--- config.mk ---
export PLATFORM = sky130hd
export DESIGN_NAME = mem_port_arbiter
export DESIGN_NICKNAME = d
export VERILOG_FILES = /design/src/rtl/mem_port_arbiter.sv
export SDC_FILE = /design/constraint.sdc
export NUM_CORES = 1
export LEC_CHECK = 0
export CAP_MARGIN = 20
export CORE_AREA = 2 2 104 106
export DETAILED_ROUTE_END_ITERATION = 10
export DIE_AREA = 0 0 106 108
export GPL_TIMING_DRIVEN = 0
export PLACE_DENSITY = 0.81
export SYNTH_ARGS = -nofsm -noshare
export SYNTH_HDL_FRONTEND = slang
export SYNTH_SLANG_ARGS = --single-unit
--- constraint.sdc ---
create_clock -name clk -period 2.5 [get_ports clk]
set_clock_uncertainty 0.2 [all_clocks]
set_input_delay 0.5 -clock clk [delete_from_list [all_inputs] [get_ports clk]]
set_output_delay 0.5 -clock clk [all_outputs]
set_load 0.02 [all_outputs]
--- src/rtl/mem_port_arbiter.sv ---
// Arbitrates a fixed-latency memory port between fetch and data requesters; data wins ties.
// Ready arrives LATENCY cycles after the request is seen idle; requesters stall until then.
module mem_port_arbiter #(
   parameter int LATENCY = 2,
   parameter int ADDR_W  = 32,
   parameter int DATA_W  = 32
) (
   input  logic              clk,
   input  logic              rst,
   input  logic              IReq,
   input  logic [ADDR_W-1:0] IAddr,
   output logic              IReady,
   output logic [DATA_W-1:0] IRdata,
   input  logic              DReq,
   input  logic              DWe,
   input  logic [ADDR_W-1:0] DAddr,
   input  logic [DATA_W-1:0] DWdata,
   output logic              DReady,
   output logic [DATA_W-1:0] DRdata,
   output logic [ADDR_W-1:0] MemAddr,
   output logic              MemWe,
   output logic [DATA_W-1:0] MemWdata,
   input  logic [DATA_W-1:0] MemRdata,
   output logic              StallIF,
   output logic              StallMem,
   output logic              Busy
);

   localparam int CW = $clog2(LATENCY) + 1;
   localparam logic [CW-1:0] CNT_INIT = CW'(LATENCY - 1);

   typedef enum logic [1:0] {IDLE, BUSY_I, BUSY_D} state_t;

   state_t        state;
   logic [CW-1:0] cnt;
   logic          we_r;
   logic          done;

   always_ff @(posedge clk) begin
      if (rst) begin
         state    <= IDLE;
         cnt      <= '0;
         MemAddr  <= '0;
         MemWdata <= '0;
         we_r     <= 1'b0;
      end else begin
         case (state)
            IDLE: begin
               if (DReq) begin
                  state    <= BUSY_D;
                  MemAddr  <= DAddr;
                  MemWdata <= DWdata;
                  we_r     <= DWe;
                  cnt      <= CNT_INIT;
               end else if (IReq) begin
                  state   <= BUSY_I;
                  MemAddr <= IAddr;
                  cnt     <= CNT_INIT;
               end
            end
            // Requests seen in the completion cycle belong to the finished access.
            default: begin
               if (cnt == '0) state <= IDLE;
               else           cnt   <= cnt - CW'(1);
            end
         endcase
      end
   end

   // A reset landing on the completion cycle abandons the access without a ready pulse.
   assign done     = (cnt == '0) && !rst;
   assign IReady   = (state == BUSY_I) && done;
   assign DReady   = (state == BUSY_D) && done;
   assign MemWe    = (state == BUSY_D) && we_r && done;
   assign IRdata   = IReady ? MemRdata : '0;
   assign DRdata   = DReady ? MemRdata : '0;
   assign StallIF  = IReq && !IReady;
   assign StallMem = DReq && !DReady;
   assign Busy     = (state != IDLE);

endmodule

==> implementation parameters, run 1 <==
Parameter                              Value

Clocking
  CTS clock-pin slew for the worst setup and hold paths    70 ps
  Later-pin clock latency in the skew report    340 ps
  Number of hold-repair buffers added at the cts stage    0
  Cell chosen for the clock root    sky130_fd_sc_hd__clkbuf_8
  CTS H-tree depth    3
  CTS tree    done
  Sinks on Clock Net    69
  Total clock buffers created by CTS    9
  Number of buffers on the longest clock path    2

Power and ir drop
  Final Total Pwr    3.23 mW
  Power density cells    506 mW/mm^2
  VDD IR max    0.267 mV
  Leakage Power    2.75 nW

Cells and area
  Antenna diode count    0
  Post-route design area    0.00639 mm^2
  Fill cell total of the finished layout    888
  Share of final-layout standard cells stronger than drive strength 1    24.9%
  Nets    773
  Layout Area Growth over Synthesis    82.9%

Timing
  Peak clock frequency supported by timing    412 MHz
  Setup repair after global routing missed its margin    yes
  Min Hold Slack    261 ps
  Max-slew violation count    0
  Slew Limit Headroom    54.4%
  Part of the cycle the worst path needs    97.0%
  Final number of hold-violating endpoints    0
  Minimum period implied by the final worst setup slack    2420 ps
  Actual slew at the worst max-slew pin    684 ps
  Final setup violation count    0

Synth
  Post-synthesis average cell area    9.71 um^2
  Post-synth EDFFs    0
  Dominant register cell in the synthesized netlist    sky130_fd_sc_hd__dfxtp_1
  Synth unique cells    29
  Instance count of the mapped netlist    360
  Top cells by area in the synthesized netlist    sky130_fd_sc_hd__dfxtp_1 (40%), sky130_fd_sc_hd__mux2i_1 (19%), sky130_fd_sc_hd__and2_1 (12%)
  Number of warnings issued by yosys    0
  Mapped cell area    0.00350 mm^2
  Area share of the largest cell type after synthesis    39.5%
  Post-synth net total    495
  Cell accounting for the most synthesized area    sky130_fd_sc_hd__dfxtp_1
  Synth Register Bits    69
  Register area share after synthesis    39.5%
  Share of flip-flops with an asynchronous set or reset after synthesis    0%

Run
  Number of max-cap violations    0

Detailed routing
  Post-DR wirelength/cell    17.1 um
  Remaining DRCs    0
  Total iterations of the first detailed-routing run    4
  Routed vias/inst    4.72
  Via count    3676
  Remaining number of nets flagged by the antenna check after routing    0
  First-iteration detailed-routing DRC count    100
  Post-detailed-routing wire length    13300 um

Placement
  Count of input and output buffers    264
  Total placed instance area    0.00631 mm^2
  Half-perimeter wire length after detailed placement    10700 um
  Last weighted congestion value of the routability-driven placer    0.831

Setup path
  Arrival time reported for the critical path endpoint    1720 ps
  Critical Path RT    1800 ps
  CP Capture Type    output port
  Crit-path max FO    10
  Type of the setup path with the least slack    reg2out
  Launching element type of the critical path    flip-flop

GRT
  First-pass GRT wire length    20000 um
  Tot GR Track Use    22.4%
  Remaining global-route overflow    0
  Antenna violations before repair    0
  Number of global-route vias before repair    3888
  Maximum number of pins on one net before global-route repair    12

Die
  Die extent in y    108 um
  Number of top-level pins    267
  Die width    106 um
  Std-Cell Rows    37
  Floorplan core area    0.0102 mm^2
  Starting density of the core    34.2%
  Die ar.    0.0114 mm^2

Hold path
  HP Class    reg2reg

Outcome
  Status    completed
[routing by layer]
layer | wire length [um] | vias to the layer above | global-route usage [%]
met1 | 4730 | 1675 | 22.0
li1 | - | 1798 | -
met2 | 7050 | 175 | 43.0
met5 | 0 | - | 0
met4 | 357 | 0 | 8.55
met3 | 1180 | 28 | 7.96
[repair_timing]
item,in CTS,in global routing
cloned,1,0
endpoints found under the setup margin,70,41
resized for setup,285,49
pin swaps,1,2
setup buffers,3,1
[cells in the mapped netlist (all sizes together) (2+ instances only)]
cell type  number
a21oi          34
dfxtp          69
a211oi         33
buf            14
inv             4
and2           66
or2             2
clkbuf         21
mux2i          65
ha              2
and4bb          2
nor2           38
[cells by family after synthesis]
group | after synthesis | share of synthesized area (%)
compound gates | 70 | 16.8
fa+ha+maj | 2 | 0.716
buf+inv | 40 | 5.91
flops | 69 | 39.5
mux | 65 | 18.6
simple gates | 114 | 18.4
[layout make-up]
class	count	area, um^2	area share (%)
clock buffers	10	128	2.00
multi-input cells	251	1970	30.7
well taps	136	170	2.66
clock inverters	5	52.6	0.822
plain buffers	33	244	3.82
flip-flops and latches	69	1390	21.7
inverters	5	18.8	0.294
repair buffers	269	2430	38.0
[worst paths after layout]
kind	from	endpoint	slack, ps	cells after the start
max	cnt[1]	DRdata[11]	80	7
min	cnt[0]	cnt[0]	260	1
max reg2reg	state[1]	MemAddr[7]	730	4
min reg2reg	cnt[0]	cnt[0]	260	1
[layout by cell type (no fill, tap or decap), types with 5 or more instances in the layout]
cell                              instances
sky130_fd_sc_hd__clkdlybuf4s50_1        195
sky130_fd_sc_hd__dfxtp_1                 66
sky130_fd_sc_hd__mux2i_1                 65
sky130_fd_sc_hd__and2_1                  56
sky130_fd_sc_hd__buf_2                   56
sky130_fd_sc_hd__nor2_1                  37
sky130_fd_sc_hd__a21oi_1                 34
sky130_fd_sc_hd__a211oi_2                30
sky130_fd_sc_hd__buf_6                   15
sky130_fd_sc_hd__clkbuf_8                13
sky130_fd_sc_hd__clkbuf_1                13
sky130_fd_sc_hd__and2_4                  10
sky130_fd_sc_hd__buf_4                   10
sky130_fd_sc_hd__inv_2                    5
[critical path, cell delays in order, from the launching register on]
cell,delay (ps)
sky130_fd_sc_hd__dfxtp_2,330
sky130_fd_sc_hd__inv_2,80
sky130_fd_sc_hd__ha_4,160
sky130_fd_sc_hd__and4bb_4,300
sky130_fd_sc_hd__buf_6,120
sky130_fd_sc_hd__buf_8,120
sky130_fd_sc_hd__and2_4,140
sky130_fd_sc_hd__buf_6,110
[registers in the layout, summed over array words and instances (netlist names)]
| register | cells |
|---|---|
| MemAddr | 32 |
| MemWdata | 32 |
| cnt | 2 |
| state | 2 |
| we_r | 1 |
[report_power, final]
group | switching, mW | internal [mW] | leakage, nW | total, mW
clock | 0.417 | 0.450 | 0.0919 | 0.867
sequential | 0.0617 | 1.21 | 0.572 | 1.27
combinational | 0.516 | 0.582 | 2.08 | 1.10
total | 0.994 | 2.24 | 2.75 | 3.23
[metrics by stage]
step           util (%)  std cells  setup TNS, ps  setup WS (ps)
4_1_cts            62.8        777              0          0.102
5_1_grt            62.5        778          -21.2          -11.9
3_5_place_dp       61.7        760         -29680           -567
3_3_place_gp       61.7        760         -28690           -539
6_report           62.5        778              0           75.1
2_1_floorplan         -        360              0            144
No activity file was read; power rests on OpenSTA's default activity.
==> run 2: changes to the inputs <==
- DONT_BUFFER_PORTS: not set -> 1
- PLACE_DENSITY: 0.81 -> not set
- clock period: 2.5 -> 3 ns (I/O delays scaled with it)
==> implementation parameters, run 2 (synthesized netlist as in run 1, its figures left out) <==
Parameter                              Value

Outcome
  Status    completed

Power and ir drop
  VDD IR max    0.203 mV (-24%)
  Power density cells    604 mW/mm^2 (+19%)
  Leakage Power    1.56 nW (-43%)

Clocking
  Number of buffers on the longest clock path    2 (unchanged)
  Sinks on Clock Net    69 (unchanged)
  Later-pin clock latency in the skew report    340 ps (about the same)
  Post-CTS setup buffer count    0 (-3)
  Cell chosen for the clock root    sky130_fd_sc_hd__clkbuf_8
  CTS clock-pin slew for the worst setup and hold paths    80 ps (about the same)
  CTS H-tree depth    3 (unchanged)
  Total clock buffers created by CTS    9 (unchanged)
  CTS tree    done

Die
  Die width    106 um (unchanged)
  Die ar.    0.0114 mm^2 (unchanged)
  Starting density of the core    34.2% (unchanged)
  Std-Cell Rows    37 (unchanged)
  Number of top-level pins    267 (unchanged)
  Floorplan core area    0.0102 mm^2 (unchanged)
  Die extent in y    108 um (unchanged)

Timing
  Final sum of negative setup slack    0 ps (unchanged)
  Peak clock frequency supported by timing    350 MHz
  Max-slew violation count    0 (unchanged)
  Min Hold Slack    204 ps (-57.2 ps)
  Final number of hold-violating endpoints    0 (unchanged)
  Slew Limit Headroom    54.3% (-0.10 points)
  Part of the cycle the worst path needs    95.3%
  Actual slew at the worst max-slew pin    686 ps (+1.51 ps)
  Final setup violation count    0 (unchanged)
  Minimum period implied by the final worst setup slack    2860 ps
  Setup repair after global routing missed its margin    no

Placement
  Last weighted congestion value of the routability-driven placer    0.800 (-3.6%)
  Count of input and output buffers    0 (-100%)
  Number of cells in the design after placement    498 (-34%)
  Half-perimeter wire length after detailed placement    8680 um (-19%)

Cells and area
  Commonest non-fill, non-tap cells in the layout    sky130_fd_sc_hd__dfxtp_1 (69), sky130_fd_sc_hd__and2_1 (65), sky130_fd_sc_hd__mux2i_1 (65), sky130_fd_sc_hd__nor2_1 (37), sky130_fd_sc_hd__a21oi_1 (34)
  Layout Area Growth over Synthesis    11.0%
  Most common cell after layout, fill and taps aside    sky130_fd_sc_hd__dfxtp_1
  Share of final-layout standard cells stronger than drive strength 1    17.8% (-7.2 points)
  Nets    508 (-34%)
  Biggest registers after layout    MemAddr (32), MemWdata (32)
  Final non-filler cell total    515 (-34%)

Setup path
  Cells traversed along the worst timing path    inv_1 > ha_1 > and4bb_2 > clkbuf_1 > and2_1
  Launching element type of the critical path    flip-flop
  Cell type of the slowest stage on the worst timing path    sky130_fd_sc_hd__and4bb_2
  CP Capture Type    output port
  Worst stage delay on the critical path    410 ps (+80 ps)
  Critical Path RT    2200 ps (+400 ps)
  Type of the setup path with the least slack    reg2out
  Crit-path max FO    10 (unchanged)
  Arrival time reported for the critical path endpoint    2060 ps (+340 ps)

Detailed routing
  Via count    2696 (-27%)
  Post-detailed-routing wire length    10700 um (-20%)
  Post-DR wirelength/cell    20.8 um (+21%)
  Remaining number of nets flagged by the antenna check after routing    0 (unchanged)
  First-iteration detailed-routing DRC count    85 (-15%)
  Total iterations of the first detailed-routing run    4 (unchanged)
  Routed vias/inst    5.23 (+11%)
  Remaining DRCs    0 (unchanged)

GRT
  First-pass GRT wire length    15500 um (-22%)
  Number of global-route vias before repair    2680 (-31%)
  Tot GR Track Use    18.1% (-4.3 points)
  Antenna violations before repair    1 (+1)
  Maximum number of pins on one net before global-route repair    13 (+1)
  Remaining global-route overflow    0 (unchanged)

Hold path
  HP Class    in2reg

Run
  Number of max-cap violations    0 (unchanged)
[run 2: cell types whose count changed in the layout (fill, tap and decap cells not counted), sizes merged]
cell / delta
buf: -67
clkbuf: +1
clkdlybuf4s15: -3
clkdlybuf4s50: -195
diode: +2
dlygate4sd2: -1
[run 2: critical path, delay by kind of cell (launching register included)]
kind | cells | cell delay [ps]
and+or+nand+nor | 2 | 740
buffers and inverters | 2 | 410
DFF | 1 | 330
adders and majority gates | 1 | 250
[run 2: cell type report]
class	instances	area, um^2
repair buffers	2	8.76
inverters	5	18.8
multi-input cells	251	1910
fillers	1009	6350
flip-flops and latches	69	1380
diodes	2	5.00
well taps	136	170
plain buffers	35	189
clock inverters	5	60.1
clock buffers	10	138
[run 2: path summary, 6_finish.rpt]
path                                 start      endpoint  slack (ps)  depth (start not counted)
worst max-delay path                cnt[0]    IRdata[18]         140                          5
worst min-delay path            DWdata[24]  MemWdata[24]         200                          2
worst max register to register    state[0]   MemAddr[28]        1160                          5
worst min register to register      cnt[0]        cnt[0]         280                          1
[run 2: power by group]
part | internal (mW) | total [mW] | switching [mW] | leakage (nW)
logic | 0.170 | 0.418 | 0.248 | 0.886
clock network | 0.405 | 0.760 | 0.355 | 0.0988
registers | 1.00 | 1.17 | 0.162 | 0.571
total | 1.58 | 2.34 | 0.764 | 1.56
[run 2: what timing repair did]
item | 4_1_cts | 5_1_grt
setup endpoints to repair | 0 | 9
hold buffers | 0 | 0
resized for setup | 0 | 2
[run 2: metrics by stage]
| stage | area, um^2 | total power [mW] | utilization (%) | setup WS (ps) |
|---|---|---|---|---|
| finish | 3880 | 2.34 | 37.9 | 140 |
| CTS | 3870 | 2.37 | 37.9 | 3.05 |
| detailed placement | 3670 | 1.61 | 35.9 | 87.3 |
| floorplan | 3500 | 1.52 | - | 227 |
| global route | 3880 | 2.46 | 37.9 | 18.5 |
| global placement | 3670 | 1.60 | 35.8 | -103 |
[run 2: layer usage]
layer  share of wire [%]  track usage, %  vias up
met5                   0               0        -
met4                 1.4            5.45        0
met3                  10            7.78        7
met2                  55            34.7      154
met1                  34            17.6     1269
li1                    -               -     1266
